$ cat src/rtl/uart_rx_cfg_if.sv
`default_nettype none
// ============================================================================
//  Module      : uart_rx_cfg_if
//  Description : Receive-side holding-register bus between uart_rx_cfg and
//                its consumer (host/FIFO logic). The receiver offers a word
//                with rx_valid and the consumer takes it with rx_ready. Status
//                flags describe the word currently held. overrun is a
//                one-cycle event pulse.
//  Ports       : rx_data    - received word, zero-extended above frame length
//                rx_valid   - holding register full
//                rx_ready   - consumer accepts when rx_valid && rx_ready
//                parity_err - parity mismatch for the held word
//                frame_err  - a stop bit was sampled low for the held word
//                break_det  - held word was a break condition
//                overrun    - a frame was dropped because the register was full
//  Revision    : 1.0 - initial release
// ============================================================================
interface uart_rx_cfg_if #(
   parameter int DATA_BITS_MAX = 8
);
   logic [DATA_BITS_MAX-1:0] rx_data;
   logic                     rx_valid;
   logic                     rx_ready;
   logic                     parity_err;
   logic                     frame_err;
   logic                     break_det;
   logic                     overrun;

   // Receiver side
   modport master (
      output rx_data, rx_valid, parity_err, frame_err, break_det, overrun,
      input  rx_ready
   );

   // Consumer side
   modport slave (
      input  rx_data, rx_valid, parity_err, frame_err, break_det, overrun,
      output rx_ready
   );
endinterface
`default_nettype wire

$ cat src/rtl/uart_rx_cfg.sv
`default_nettype none
// ============================================================================
//  Module      : uart_rx_cfg
//  Description : Runtime-configurable oversampled UART receiver. Handles
//                5..DATA_BITS_MAX data bits, none/odd/even parity and one or
//                two stop bits. The line is double-flop synchronised, break
//                frames are flagged, and finished frames land in a one-entry
//                valid/ready holding register with overrun reporting.
//  Options     : UART_RX_MAJORITY_EN - when defined, each bit sample is the
//                2-of-3 majority of the synchronised line at the sample tick
//                and the two preceding oversample ticks. When undefined, a
//                single sample is taken at the sample tick.
//  Parameters  : DATA_BITS_MAX - rx_data width and longest frame (5..9)
//                OVS_FACTOR    - oversample ticks per bit (even, >= 8)
//  Ports       : clk        - system clock, rising edge
//                reset_n    - asynchronous active-low reset
//                tick_ovs   - single-cycle oversample strobe
//                rx_pin     - asynchronous serial input, idle high
//                cfg_len    - data bits per frame (out of range -> max)
//                cfg_parity - 00/11 none, 01 odd, 10 even
//                cfg_stop2  - 1 selects two stop bits
//                rx_bus     - holding-register bus (master side)
//  Revision    : 1.0 - initial release
// ============================================================================
module uart_rx_cfg #(
   parameter int DATA_BITS_MAX = 8,
   parameter int OVS_FACTOR    = 16
) (
   input  wire logic           clk,
   input  wire logic           reset_n,
   input  wire logic           tick_ovs,
   input  wire logic           rx_pin,
   input  wire logic [3:0]     cfg_len,
   input  wire logic [1:0]     cfg_parity,
   input  wire logic           cfg_stop2,
   uart_rx_cfg_if.master       rx_bus
);

   localparam int              CNT_W        = $clog2(OVS_FACTOR);
   localparam logic [CNT_W-1:0] START_SAMPLE = CNT_W'(OVS_FACTOR/2 - 1);
   localparam logic [CNT_W-1:0] BIT_SAMPLE   = CNT_W'(OVS_FACTOR - 1);
   localparam logic [3:0]      LEN_MAX      = 4'(DATA_BITS_MAX);

   typedef enum logic [2:0] {
      S_IDLE   = 3'd0,
      S_START  = 3'd1,
      S_DATA   = 3'd2,
      S_PARITY = 3'd3,
      S_STOP1  = 3'd4,
      S_STOP2  = 3'd5
   } state_t;

   state_t                   state_q, state_d;
   logic                     sync1_q, sync2_q, rx_prev_q;
   logic [CNT_W-1:0]         os_cnt_q, os_cnt_d;
   logic [3:0]               bit_idx_q, bit_idx_d;
   logic [3:0]               len_q, len_d;
   logic                     par_en_q, par_en_d;
   logic                     par_odd_q, par_odd_d;
   logic                     stop2_q, stop2_d;
   logic [DATA_BITS_MAX-1:0] shift_q, shift_d;
   logic                     par_acc_q, par_acc_d;
   logic                     perr_q, perr_d;
   logic                     ferr_q, ferr_d;
   logic                     all_zero_q, all_zero_d;

   logic [DATA_BITS_MAX-1:0] rx_data_q, rx_data_d;
   logic                     rx_valid_q, rx_valid_d;
   logic                     parity_err_q, parity_err_d;
   logic                     frame_err_q, frame_err_d;
   logic                     break_det_q, break_det_d;
   logic                     overrun_q, overrun_d;

   logic                     rx_s;
   logic                     samp;
   logic                     bit_tick;
   logic                     frame_done;
   logic                     load;
   logic [3:0]               len_eff;

   assign rx_s     = sync2_q;
   assign bit_tick = tick_ovs && (os_cnt_q == BIT_SAMPLE);
   assign len_eff  = ((cfg_len < 4'd5) || (cfg_len > LEN_MAX)) ? LEN_MAX : cfg_len;

`ifdef UART_RX_MAJORITY_EN
   // hist_q[0] is rx_s at the previous tick, hist_q[1] the tick before that.
   logic [1:0] hist_q, hist_d;

   always_comb begin
      hist_d = hist_q;
      if (tick_ovs) begin
         hist_d = {hist_q[0], rx_s};
      end
   end

   always_ff @(posedge clk or negedge reset_n) begin
      if (!reset_n) begin
         hist_q <= 2'b11;
      end else begin
         hist_q <= hist_d;
      end
   end

   assign samp = (rx_s & hist_q[0]) | (rx_s & hist_q[1]) | (hist_q[0] & hist_q[1]);
`else
   assign samp = rx_s;
`endif

   // ------------------------------------------------------------------
   // Frame FSM: next state and per-frame datapath
   // ------------------------------------------------------------------
   always_comb begin
      state_d    = state_q;
      os_cnt_d   = os_cnt_q;
      bit_idx_d  = bit_idx_q;
      len_d      = len_q;
      par_en_d   = par_en_q;
      par_odd_d  = par_odd_q;
      stop2_d    = stop2_q;
      shift_d    = shift_q;
      par_acc_d  = par_acc_q;
      perr_d     = perr_q;
      ferr_d     = ferr_q;
      all_zero_d = all_zero_q;
      frame_done = 1'b0;

      // Bit-centre timing shared by every post-start state.
      if ((state_q == S_DATA) || (state_q == S_PARITY) ||
          (state_q == S_STOP1) || (state_q == S_STOP2)) begin
         if (tick_ovs) begin
            os_cnt_d = bit_tick ? '0 : os_cnt_q + 1'b1;
         end
         if (bit_tick && samp) begin
            all_zero_d = 1'b0;
         end
      end

      case (state_q)
         S_IDLE: begin
            os_cnt_d = '0;
            // Edge, not level: after a break the line must go high first.
            if (!rx_s && rx_prev_q) begin
               state_d = S_START;
            end
         end

         S_START: begin
            if (tick_ovs) begin
               if (os_cnt_q == START_SAMPLE) begin
                  os_cnt_d = '0;
                  if (!samp) begin
                     // Configuration is frozen here for the whole frame.
                     len_d      = len_eff;
                     par_en_d   = (cfg_parity == 2'b01) || (cfg_parity == 2'b10);
                     par_odd_d  = (cfg_parity == 2'b01);
                     stop2_d    = cfg_stop2;
                     bit_idx_d  = '0;
                     shift_d    = '0;
                     par_acc_d  = 1'b0;
                     perr_d     = 1'b0;
                     ferr_d     = 1'b0;
                     all_zero_d = 1'b1;
                     state_d    = S_DATA;
                  end else begin
                     state_d = S_IDLE;
                  end
               end else begin
                  os_cnt_d = os_cnt_q + 1'b1;
               end
            end
         end

         S_DATA: begin
            if (bit_tick) begin
               for (int i = 0; i < DATA_BITS_MAX; i++) begin
                  if (bit_idx_q == 4'(i)) begin
                     shift_d[i] = samp;
                  end
               end
               par_acc_d = par_acc_q ^ samp;
               if (bit_idx_q == (len_q - 4'd1)) begin
                  state_d = par_en_q ? S_PARITY : S_STOP1;
               end else begin
                  bit_idx_d = bit_idx_q + 4'd1;
               end
            end
         end

         S_PARITY: begin
            if (bit_tick) begin
               // par_acc_q ^ samp is 1 when the total count of ones is odd.
               perr_d  = par_odd_q ? ~(par_acc_q ^ samp) : (par_acc_q ^ samp);
               state_d = S_STOP1;
            end
         end

         S_STOP1: begin
            if (bit_tick) begin
               if (!samp) begin
                  ferr_d = 1'b1;
               end
               if (stop2_q) begin
                  state_d = S_STOP2;
               end else begin
                  state_d    = S_IDLE;
                  frame_done = 1'b1;
               end
            end
         end

         S_STOP2: begin
            if (bit_tick) begin
               if (!samp) begin
                  ferr_d = 1'b1;
               end
               state_d    = S_IDLE;
               frame_done = 1'b1;
            end
         end

         default: begin
            state_d = S_IDLE;
         end
      endcase
   end

   // ------------------------------------------------------------------
   // Holding register
   // ------------------------------------------------------------------
   // A load in the same cycle as an accept replaces the word without a gap.
   assign load = frame_done && (!rx_valid_q || rx_bus.rx_ready);

   always_comb begin
      rx_data_d    = rx_data_q;
      rx_valid_d   = rx_valid_q;
      parity_err_d = parity_err_q;
      frame_err_d  = frame_err_q;
      break_det_d  = break_det_q;
      overrun_d    = 1'b0;

      if (load) begin
         rx_data_d    = all_zero_d ? '0 : shift_q;
         parity_err_d = perr_q;
         frame_err_d  = ferr_d | all_zero_d;
         break_det_d  = all_zero_d;
         rx_valid_d   = 1'b1;
      end else if (frame_done) begin
         overrun_d = 1'b1;
      end else if (rx_valid_q && rx_bus.rx_ready) begin
         rx_valid_d = 1'b0;
      end
   end

   always_ff @(posedge clk or negedge reset_n) begin
      if (!reset_n) begin
         sync1_q      <= 1'b1;
         sync2_q      <= 1'b1;
         rx_prev_q    <= 1'b1;
         state_q      <= S_IDLE;
         os_cnt_q     <= '0;
         bit_idx_q    <= '0;
         len_q        <= LEN_MAX;
         par_en_q     <= 1'b0;
         par_odd_q    <= 1'b0;
         stop2_q      <= 1'b0;
         shift_q      <= '0;
         par_acc_q    <= 1'b0;
         perr_q       <= 1'b0;
         ferr_q       <= 1'b0;
         all_zero_q   <= 1'b0;
         rx_data_q    <= '0;
         rx_valid_q   <= 1'b0;
         parity_err_q <= 1'b0;
         frame_err_q  <= 1'b0;
         break_det_q  <= 1'b0;
         overrun_q    <= 1'b0;
      end else begin
         sync1_q      <= rx_pin;
         sync2_q      <= sync1_q;
         rx_prev_q    <= rx_s;
         state_q      <= state_d;
         os_cnt_q     <= os_cnt_d;
         bit_idx_q    <= bit_idx_d;
         len_q        <= len_d;
         par_en_q     <= par_en_d;
         par_odd_q    <= par_odd_d;
         stop2_q      <= stop2_d;
         shift_q      <= shift_d;
         par_acc_q    <= par_acc_d;
         perr_q       <= perr_d;
         ferr_q       <= ferr_d;
         all_zero_q   <= all_zero_d;
         rx_data_q    <= rx_data_d;
         rx_valid_q   <= rx_valid_d;
         parity_err_q <= parity_err_d;
         frame_err_q  <= frame_err_d;
         break_det_q  <= break_det_d;
         overrun_q    <= overrun_d;
      end
   end

   assign rx_bus.rx_data    = rx_data_q;
   assign rx_bus.rx_valid   = rx_valid_q;
   assign rx_bus.parity_err = parity_err_q;
   assign rx_bus.frame_err  = frame_err_q;
   assign rx_bus.break_det  = break_det_q;
   assign rx_bus.overrun    = overrun_q;

endmodule
`default_nettype wire

$ cat src/flat_wrapper.sv
// flat-port wrapper written by rule: the top's interface ports become plain ports
module uart_rx_cfg_flat 
#(
   parameter int DATA_BITS_MAX = 8,
   parameter int OVS_FACTOR    = 16
)
  (clk, reset_n, tick_ovs, rx_pin, cfg_len, cfg_parity, cfg_stop2, rx_bus_rx_data, rx_bus_rx_valid, rx_bus_parity_err, rx_bus_frame_err, rx_bus_break_det, rx_bus_overrun, rx_bus_rx_ready);
  uart_rx_cfg_if #(.DATA_BITS_MAX(DATA_BITS_MAX)) rx_bus_i ();
  input  wire logic clk;
  input  wire logic reset_n;
  input  wire logic tick_ovs;
  input  wire logic rx_pin;
  input  wire logic [3:0] cfg_len;
  input  wire logic [1:0] cfg_parity;
  input  wire logic cfg_stop2;
  output wire logic [$bits(rx_bus_i.rx_data)-1:0] rx_bus_rx_data;
  output wire logic [$bits(rx_bus_i.rx_valid)-1:0] rx_bus_rx_valid;
  output wire logic [$bits(rx_bus_i.parity_err)-1:0] rx_bus_parity_err;
  output wire logic [$bits(rx_bus_i.frame_err)-1:0] rx_bus_frame_err;
  output wire logic [$bits(rx_bus_i.break_det)-1:0] rx_bus_break_det;
  output wire logic [$bits(rx_bus_i.overrun)-1:0] rx_bus_overrun;
  input wire logic [$bits(rx_bus_i.rx_ready)-1:0] rx_bus_rx_ready;
  assign rx_bus_rx_data = rx_bus_i.rx_data;
  assign rx_bus_rx_valid = rx_bus_i.rx_valid;
  assign rx_bus_parity_err = rx_bus_i.parity_err;
  assign rx_bus_frame_err = rx_bus_i.frame_err;
  assign rx_bus_break_det = rx_bus_i.break_det;
  assign rx_bus_overrun = rx_bus_i.overrun;
  assign rx_bus_i.rx_ready = rx_bus_rx_ready;
  uart_rx_cfg #(.DATA_BITS_MAX(DATA_BITS_MAX), .OVS_FACTOR(OVS_FACTOR)) u_core (.clk(clk), .reset_n(reset_n), .tick_ovs(tick_ovs), .rx_pin(rx_pin), .cfg_len(cfg_len), .cfg_parity(cfg_parity), .cfg_stop2(cfg_stop2), .rx_bus(rx_bus_i));
endmodule
$ cat config.mk
export PLATFORM = sky130hd
export DESIGN_NAME = uart_rx_cfg_flat
export DESIGN_NICKNAME = d
export VERILOG_FILES = /design/src/rtl/uart_rx_cfg_if.sv /design/src/rtl/uart_rx_cfg.sv /design/src/flat_wrapper.sv
export SDC_FILE = /design/constraint.sdc
export NUM_CORES = 1
export LEC_CHECK = 0
export BUFFER_PORTS_ARGS = -buffer_cell sky130_fd_sc_hd__buf_4
export CAP_MARGIN = 20
export CORE_MARGIN = 2
export CORE_UTILIZATION = 35
export DETAILED_ROUTE_END_ITERATION = 8
export MAX_ROUTING_LAYER = met4
export PLACE_DENSITY = 0.6
export SETUP_SLACK_MARGIN = 0.1
export SLEW_MARGIN = 10
export SYNTH_ARGS = -nofsm -noshare
export SYNTH_HDL_FRONTEND = slang
export SYNTH_SLANG_ARGS = --single-unit
$ cat constraint.sdc
create_clock -name clk -period 1.94 [get_ports clk]
set_input_delay 0.388 -clock clk [delete_from_list [all_inputs] [get_ports clk]]
set_output_delay 0.388 -clock clk [all_outputs]
set_load 0.005 [all_outputs]
==> results of run 1 <==
-- logic make-up (layout without fill, tap and decap cells) --
group / count (synthesis) / in the layout / share of synthesized area, %
buffers and inverters: 26 / 83 / 4.841
multiplexers: 8 / 8 / 3.656
flip-flops: 46 / 46 / 47.58
AO/OA/AOI/OAI: 68 / 68 / 17.20
adder cells (fa/ha/maj): 10 / 10 / 5.149
XOR/XNOR: 9 / 9 / 3.244
AND/OR/NAND/NOR: 88 / 88 / 18.33
-- worst register-to-register path: cells and delay by family (launching register included) --
kind,cells,cell delay (ns)
flops,1,0.37
compound gates,1,0.45
buf+inv,1,0.06
mux,1,0.32
fa+ha+maj,1,0.16
xor+xnor,2,0.34
simple gates,1,0.11
-- sequential cells by signal (all words and copies together), names as in the netlist, 3 cells and up, named ones only --
register	count
u_core.shift_q	8
u_core.bit_idx_q	4
u_core.state_q	3
u_core.os_cnt_q	3
u_core.len_q	4
u_core.rx_bus.rx_data	8
-- power by group through the flow --
stage | clock (uW) | combinational (uW) | sequential, uW
after floorplan | 0 | 636 | 1100
after global placement | 0 | 878 | 1120
after detailed placement | 0 | 889 | 1120
after CTS | 639 | 1030 | 1110
after global routing | 680 | 1240 | 1130
final | 612 | 1130 | 1120
-- final cells by class --
class | instances | area share, %
Tap cell | 80 | 3.153
Clock buffer | 5 | 2.168
Sequential cell | 46 | 36.46
Clock inverter | 3 | 0.7883
Inverter | 13 | 1.616
Timing Repair Buffer | 62 | 15.53
Multi-Input combinational cell | 183 | 40.28
-- stage by stage --
| step | hold slack (ns) | cells | utilization, % | setup TNS, ns |
|---|---|---|---|---|
| 2_1_floorplan | 0.09241 | 255 | - | -0.06082 |
| 3_3_place_gp | 0.3472 | 369 | 42.15 | -0.008073 |
| 3_5_place_dp | 0.3472 | 369 | 42.15 | 0 |
| 4_1_cts | 0.08942 | 388 | 45.74 | 0 |
| 5_1_grt | 0.1110 | 392 | 46.98 | -0.3447 |
| 6_report | 0.06086 | 392 | 46.98 | 0 |
-- metal layers --
metal / global-route usage, % / up-vias / routed length, um
met5: - / - / 0
met2: 22.87 / 42 / 2359
met3: 3.128 / 4 / 184
met4: 4.196 / 0 / 55
met1: 19.56 / 933 / 2524
li1: - / 1000 / -
-- cell usage after synthesis (all sizes together) (2+ instances only) --
cell | count | area share, %
and3 | 3 | 0.82
nor3 | 6 | 1.2
a22o | 2 | 0.72
or3b | 2 | 0.72
xor2 | 4 | 1.4
nor2b | 3 | 0.88
nand3 | 6 | 1.2
dfstp | 4 | 4.3
nand4 | 4 | 1.3
a31oi | 2 | 0.51
nand2b | 4 | 1.0
o22a | 2 | 0.72
o21ai | 23 | 4.7
ha | 10 | 5.1
o211ai | 2 | 0.62
a21oi | 19 | 3.9
inv | 13 | 2.0
mux2 | 7 | 3.2
o22ai | 4 | 1.0
xnor2 | 5 | 1.8
nand2 | 46 | 7.1
buf | 8 | 2.1
clkbuf | 5 | 0.77
nor2 | 8 | 1.2
dfrtp | 42 | 43
o21a | 3 | 0.93
-- path summary, 6_finish.rpt --
kind                                 startpoint  slack, ns  cells after the start                  endpoint
worst max register to register  u_core.len_q[1]       0.02                      7         u_core.state_q[1]
worst min register to register   u_core.sync1_q       0.36                      0               u_core.rx_s
worst min-delay path                    reset_n       0.06                      1  u_core.rx_bus.rx_data[1]
min in group clk                         rx_pin       0.18                      1            u_core.sync1_q
max in group asynchronous               reset_n       1.45                      1         u_core.state_q[1]
worst max-delay path            u_core.len_q[1]       0.02                      7         u_core.state_q[1]
-- timing repair --
action,4_1_cts,5_1_grt
setup buffers,10,4
pin swaps,0,4
gates resized for setup,20,17
endpoints found under the setup margin,27,29
cloned,1,0
==> flow_summary.json, run 1 <==
{
  "syn2layout_area_growth_pct": 30.64,
  "ys.flop_type": "dfrtp_1",
  "multiInputGateArea_um2": 1279,
  "clkPwrFrac_pct": 21.4,
  "stdcell_area_um2": 3174,
  "drt-initial-drc-count": 119,
  "ios": 25,
  "diodes": 0,
  "overflow": 0,
  "period_minus_slack_ns": 1.924,
  "wl_per_cell_um": 13.07,
  "crit_type": "reg -> reg",
  "max_freq_mhz": 519.9,
  "drv_cap": 0,
  "initial_utilization_pct": 35.96,
  "postCtsHoldBufs": 0,
  "crit_chain": "inv_2 > ha_4 > xor2_2 > xnor2_1 > nand4_2 > a2111o_1 > mux2_4",
  "cp_data_arrival_time_ns": 2.12,
  "clkSlewWorstSetupHoldPaths_ns": 0.09,
  "grtUsageTotal_pct": 14.77,
  "first_global_vias": 1885,
  "pwr-share-comb_pct": 39.5,
  "htree_num_levels": 2,
  "cts-buffers-inserted": 5,
  "final_cell_mix": "57 x buf_4, 45 x nand2_1, 41 x dfrtp_1, 19 x a21oi_1, 11 x o21ai_1",
  "firstDrtPassIters": 4,
  "fin_crit_sh_pct": 99.15,
  "syn_area_per_cell_um2": 9.529,
  "power_frac_seq_pct": 39.1,
  "pre_cts_ws_ns": 0.003640,
  "cts_tree": "yes",
  "grt_max_degree": 47,
  "critical-path-slowest-cell": "a2111o_1",
  "cpPeakStageDelay_ns": 0.45,
  "endpoint_kind": "flop",
  "async_flop_share_pct": 100.0,
  "p_switching_uw": 976.6,
  "wirelength_mm": 5.123,
  "ant_nets": 0,
  "p_int_uw": 1887,
  "min_path_type": "in -> async",
  "total_power_uw": 2863,
  "synth_fp_nets": 277,
  "synthDistinctLibCells": 51,
  "relSlewSlack_pct": 62.20,
  "dpl-instance-area_um2": 2848,
  "skew_ns": 0.004460,
  "p_sw_share_pct": 34.11,
  "synth_edf_count": 0,
  "crit_buf_inv": 1,
  "grt_setup_unrepaired": "true",
  "setup_violations": 0,
  "io_buffers": 24,
  "coreArea_um2": 6756,
  "p_leak_uw": 0.001502,
  "drive_above_1_share_pct": 34.62,
  "place_hpwl_mm": 3.545,
  "via_per_inst": 5.048,
  "powerDensity_nw_per_um2": 902.0,
  "seq_area_um2": 1157,
  "cp_top_family": "compound AO/OA/AOI/OAI gates",
  "die_h_um": 87.32,
  "vias": 1979,
  "final_common_cell": "buf_4",
  "syn_area_um2": 2430,
  "cp_max_fo": 3,
  "dieArea_um2": 7625,
  "synth-seq-cells": 46,
  "synth_warnings": 0,
  "clock_latency_ns": 0.31,
  "hold_viol_final": 0,
  "gp_congestion": 0.9180,
  "required_ns": 2.14,
  "syn_inst": 255,
  "drv_slew": 0,
  "grt_pass1_wl_mm": 8.694,
  "peakVddDrop_uv": 391.3,
  "startpoint_type": "flop",
  "status": "completed",
  "max-clock-path-buffers": 2,
  "setup_ws_ns": 0.01648,
  "rows": 30,
  "nNetsFinal": 333,
  "drcViolationCount": 0,
  "antenna_found_initial": 0,
  "fillers": 631,
  "ys_seq_area_share_pct": 47.58,
  "cts_root_buffer": "clkbuf_8",
  "numClockSinks": 46,
  "worst_pin_slew_ns": 0.5670,
  "die_w_um": 87.32
}
No activity file was read; power rests on OpenSTA's default activity.
==> inputs of run 2 (changes only) <==
--- a/config.mk
+++ b/config.mk
@@ -5,7 +5,8 @@
 export SDC_FILE = /design/constraint.sdc
 export NUM_CORES = 1
 export LEC_CHECK = 0
-export BUFFER_PORTS_ARGS = -buffer_cell sky130_fd_sc_hd__buf_4
+export ABC_AREA = 0
+export BUFFER_PORTS_ARGS = -buffer_cell sky130_fd_sc_hd__buf_2
 export CAP_MARGIN = 20
 export CORE_MARGIN = 2
 export CORE_UTILIZATION = 35
==> flow_summary.json, run 2 (synthesis results as in run 1) <==
{
  "ant_nets": 0,
  "endpoint_kind": "flop",
  "p_leak_uw": 0.001567,
  "worst_pin_slew_ns": 0.5464,
  "fillers": 632,
  "period_minus_slack_ns": 1.960,
  "nNetsFinal": 338,
  "final_common_cell": "dfrtp_1",
  "relSlewSlack_pct": 63.57,
  "instances_no_fill": 397,
  "clkSlewWorstSetupHoldPaths_ns": 0.10,
  "wl_per_cell_um": 13.75,
  "numClockSinks": 46,
  "wirelength_mm": 5.458,
  "clock_latency_ns": 0.31,
  "fin_crit_sh_pct": 101.0,
  "htree_num_levels": 2,
  "place_hpwl_mm": 3.781,
  "dp.cells": 375,
  "vias": 2024,
  "required_ns": 2.14,
  "gp_congestion": 0.9337,
  "initial_utilization_pct": 35.96,
  "dieArea_um2": 7625,
  "overflow": 0,
  "diodes": 0,
  "crit_type": "reg -> reg",
  "rows": 30,
  "final_util_pct": 47.91,
  "setup_violations": 3,
  "status": "finished, violations left",
  "total_power_uw": 2923,
  "drt-initial-drc-count": 80,
  "drive_above_1_share_pct": 38.80,
  "cp_max_fo": 3,
  "pre_cts_ws_ns": -0.01152,
  "antenna_found_initial": 0,
  "grt_setup_unrepaired": "true",
  "cts_tree": "yes",
  "first_global_vias": 1798,
  "grtUsageTotal_pct": 14.47,
  "max-clock-path-buffers": 2,
  "powerDensity_nw_per_um2": 902.9,
  "drv_slew": 0,
  "drcViolationCount": 0,
  "die_h_um": 87.32,
  "drv_cap": 0,
  "cts-buffers-inserted": 5,
  "ios": 25,
  "grt_pass1_wl_mm": 8.438,
  "io_buffers": 24,
  "syn2layout_area_growth_pct": 33.21,
  "via_per_inst": 5.098,
  "skew_ns": 0.009302,
  "final_cell_mix": "40 x dfrtp_1, 38 x nand2_1, 34 x buf_4, 24 x buf_2, 18 x a21oi_1",
  "cts_root_buffer": "clkbuf_8",
  "max_freq_mhz": 510.1,
  "hold_viol_final": 0,
  "violations": "negative setup slack",
  "peakVddDrop_uv": 387.2,
  "cp_data_arrival_time_ns": 2.16,
  "grt_max_degree": 25,
  "coreArea_um2": 6756,
  "rrSetupSlack_ns": -0.02,
  "min_path_type": "in -> async",
  "postCtsHoldBufs": 0,
  "setup_ws_ns": -0.02029,
  "startpoint_type": "flop",
  "die_w_um": 87.32,
  "firstDrtPassIters": 4
}
-- run 2: report_power, final --
part,switching [uW],internal (uW),leakage [uW]
Sequential,71.5,1040,0.000602
Clock,361,260,0.0000447
Combinational,576,619,0.000921
Total,1010,1910,0.00157
-- run 2: path summary, 6_finish.rpt --
check	startpoint	to	cells after the start
worst max-delay path	u_core.len_q[0]	u_core.state_q[2]	7
worst min-delay path	reset_n	u_core.rx_bus.rx_data[1]	1
worst max register to register	u_core.len_q[0]	u_core.state_q[2]	7
worst min register to register	u_core.sync1_q	u_core.rx_s	0
max in group asynchronous	reset_n	u_core.rx_prev_q	2
min in group clk	rx_pin	u_core.sync1_q	1
-- run 2: through the flow --
step           hold slack, ns  setup TNS [ns]  area (um2)
6_report              0.04909        -0.04311        3237
3_5_place_dp           0.3468        -0.02565        2845
4_1_cts               0.07415        -0.08823        2985
3_3_place_gp           0.3485               0        2845
2_1_floorplan         0.09241        -0.06082        2459
5_1_grt               0.09313         -0.4671        3237
-- run 2: what timing repair did --
action	in CTS	in global routing
gates resized for setup	8	55
cloned	0	3
pin swaps	0	19
setup endpoints to repair	28	35
setup buffers	2	9
-- run 2: final cells by class --
class / instances / area [um2] / area share (%)
Clock buffer: 5 / 68.82 / 2.126
Clock inverter: 3 / 25.02 / 0.7731
Inverter: 13 / 51.30 / 1.585
Multi-Input combinational cell: 184 / 1341 / 41.44
Sequential cell: 46 / 1159 / 35.79
Tap cell: 80 / 100.1 / 3.092
Timing Repair Buffer: 66 / 491.7 / 15.19
-- run 2: worst max-delay path: stages (launching register included) --
cell and delay [ns]:
dfrtp_1 0.37, inv_2 0.06, ha_4 0.16, xor2_2 0.17
xnor2_1 0.16, nand4_2 0.11, a2111o_1 0.48, mux2_4 0.34
-- run 2: per-layer routing --
metal | track usage [%] | routed length, um | vias to the layer above
met2 | 21.90 | 2613 | 51
met3 | 2.938 | 211 | 6
met4 | 5.315 | 88 | 0
li1 | - | - | 1017
met5 | - | 0 | -
met1 | 19.12 | 2544 | 950
==> inputs of run 3 (changes only) <==
--- a/config.mk
+++ b/config.mk
@@ -5,7 +5,7 @@
 export SDC_FILE = /design/constraint.sdc
 export NUM_CORES = 1
 export LEC_CHECK = 0
-export ABC_AREA = 0
+export ABC_AREA = 1
 export BUFFER_PORTS_ARGS = -buffer_cell sky130_fd_sc_hd__buf_2
 export CAP_MARGIN = 20
 export CORE_MARGIN = 2
==> flow_summary.json, run 3 <==
{
  "syn2layout_area_growth_pct": 15.28,
  "rows": 31,
  "ios": 25,
  "wirelength_mm": 4.837,
  "max_freq_mhz": 582.1,
  "grt_pass1_wl_mm": 8.845,
  "dp.cells": 437,
  "drv_cap": 0,
  "period_minus_slack_ns": 1.718,
  "htree_num_levels": 2,
  "max-clock-path-buffers": 2,
  "nNetsFinal": 368,
  "cts_root_buffer": "clkbuf_8",
  "synth_compound_area_share_pct": 11.68,
  "die_h_um": 89.71,
  "fillers": 724,
  "syn_inst": 315,
  "antenna_found_initial": 0,
  "vias": 2027,
  "cpPeakStageDelay_ns": 0.46,
  "overflow": 0,
  "synth_top_family_by_area": "simple AND/OR/NAND/NOR gates",
  "die_w_um": 89.71,
  "cts_tree": "yes",
  "endpoint_kind": "flop",
  "wl_per_cell_um": 10.85,
  "total_power_uw": 2881,
  "synthXorXnorAreaFrac_pct": 1.363,
  "min_path_type": "in -> async",
  "reg2reg_depth": 8,
  "powerDensity_nw_per_um2": 971.9,
  "final_common_cell": "nand2_1",
  "coreArea_um2": 7176,
  "clkSlewWorstSetupHoldPaths_ns": 0.09,
  "dpl-instance-area_um2": 2811,
  "drt-initial-drc-count": 105,
  "crit_chain": "inv_2 > ha_1 > nand2_4 > o31ai_4 > nand2_2 > nor2_8 > nand2_1 > nand2_1",
  "netlist_top_cells_count": "93 x nand2_1, 42 x dfrtp_1, 38 x inv_1, 25 x o21ai_0",
  "numClockSinks": 46,
  "drcViolationCount": 0,
  "instances_no_fill": 446,
  "synth_warnings": 0,
  "clock_latency_ns": 0.30,
  "cts-buffers-inserted": 5,
  "peakVddDrop_uv": 328.5,
  "grt_max_degree": 47,
  "synth_edf_count": 0,
  "cp_data_arrival_time_ns": 1.96,
  "critical-path-slowest-cell": "dfrtp_2",
  "synth_fp_nets": 337,
  "first_global_vias": 1863,
  "drive_above_1_share_pct": 21.33,
  "postCtsHoldBufs": 0,
  "io_buffers": 24,
  "worst_pin_slew_ns": 0.5767,
  "synthTopCellsByArea": "dfrtp_1 41%, nand2_1 14%, inv_1 5.5%, ha_1 4.9%, o21ai_0 4.9%",
  "ys.flop_type": "dfrtp_1",
  "synthMuxAreaShare_pct": 0,
  "synth_fa_ha_area_share_pct": 4.866,
  "p_leak_uw": 0.001531,
  "status": "completed",
  "cp_max_fo": 9,
  "async_flop_share_pct": 100.0,
  "initial_utilization_pct": 35.83,
  "final_util_pct": 41.31,
  "diodes": 0,
  "required_ns": 2.18,
  "grtUsageTotal_pct": 13.65,
  "yosysMostFrequentCell": "nand2_1",
  "skew_ns": 0.008595,
  "ys_seq_area_share_pct": 44.96,
  "stdcell_area_um2": 2964,
  "firstDrtPassIters": 4,
  "place_hpwl_mm": 3.627,
  "setup_violations": 0,
  "syn_area_per_cell_um2": 8.163,
  "tns_ns": 0,
  "relSlewSlack_pct": 61.55,
  "gp_congestion": 0.8026,
  "drv_slew": 0,
  "grt_setup_unrepaired": "true",
  "ant_nets": 0,
  "yosys.area_share.simple_pct": 29.20,
  "synth-seq-cells": 46,
  "synth_largest_area_cell": "dfrtp_1",
  "crit_type": "reg -> reg",
  "synthDistinctLibCells": 34,
  "dieArea_um2": 8048,
  "final_cell_mix": "90 x nand2_1, 41 x dfrtp_1, 38 x inv_1, 25 x o21ai_0, 24 x buf_2",
  "fin_crit_sh_pct": 88.55,
  "yosysTopAreaCellShare_pct": 40.88,
  "via_per_inst": 4.545,
  "hold_viol_final": 0,
  "syn_area_um2": 2571,
  "cpMostUsedCell": "nand2_1",
  "startpoint_type": "flop"
}
==> run 3: changes by cell type after synthesis, sizes merged, moves of 5 or more <==
cell | before | now
o21ai | 23 | 32
nor3 | 6 | 0
nand4 | 4 | 14
mux2 | 7 | 0
nor2 | 8 | 22
inv | 13 | 44
nand2 | 46 | 103
clkbuf | 5 | 0
nand3 | 6 | 18
a21oi | 19 | 3
==> run 3: area by class of cell <==
cell class                      instances  area, um2  share of cell area (%)
Multi-Input combinational cell        220       1241                   41.87
Sequential cell                        46       1157                   39.05
Inverter                               44      170.2                   5.741
Timing Repair Buffer                   29      157.7                   5.319
Tap cell                               99      123.9                   4.179
Clock buffer                            5      68.82                   2.322
Clock inverter                          3      45.04                   1.520
==> run 3: worst max-delay path, delay by kind of cell, from the launching register on <==
family | cells | cell delay, ns
DFF | 1 | 0.46
buffers and inverters | 1 | 0.08
and+or+nand+nor | 5 | 0.56
AOI/OAI and AO/OA | 1 | 0.22
adders and majority gates | 1 | 0.35
==> run 3: power by group <==
part	switching [uW]	internal [uW]
combinational	608	350
sequential	113	1080
clock	343	383
==> run 3: worst paths after layout <==
path,startpoint,to,slack [ns]
setup / recovery,u_core.state_q[2],u_core.rx_bus.rx_data[0],0.22
hold / removal,reset_n,u_core.par_acc_q,0.15
setup reg to reg,u_core.state_q[2],u_core.rx_bus.rx_data[0],0.22
hold reg to reg,u_core.sync1_q,u_core.rx_s,0.36
max in group asynchronous,reset_n,u_core.state_q[2],1.35
min in group clk,rx_pin,u_core.sync1_q,0.18
==> run 3: cells by family (layout without fill, tap and decap cells) <==
family / count (synthesis) / after routing
compound gates: 48 / 48
xor+xnor: 4 / 4
fa+ha+maj: 10 / 10
buf+inv: 49 / 81
flops: 46 / 46
simple gates: 158 / 158
==> run 3: repair_timing <==
item                                    in CTS  in global routing
hold endpoints to repair                     0                  0
endpoints found under the setup margin       0                 19
buffers inserted                             0                  1
gates resized for setup                      0                 10
==> run 3: per-layer routing <==
layer  vias to the layer above  global-route usage (%)  part of all wire, %
met5                         -                       -                    0
met4                         0                   4.615                  1.6
met3                         4                   2.934                  4.4
met2                        42                   20.08                   44
met1                       902                   18.81                   50
li1                       1079                       -                    -
==> run 3: through the flow <==
stage	setup slack, ns	hold slack (ns)
after floorplan	0.3284	0.09241
after global placement	0.1857	0.3460
after detailed placement	0.1394	0.3468
after CTS	0.1260	0.1684
after global routing	0.04709	0.1656
final	0.2220	0.1498
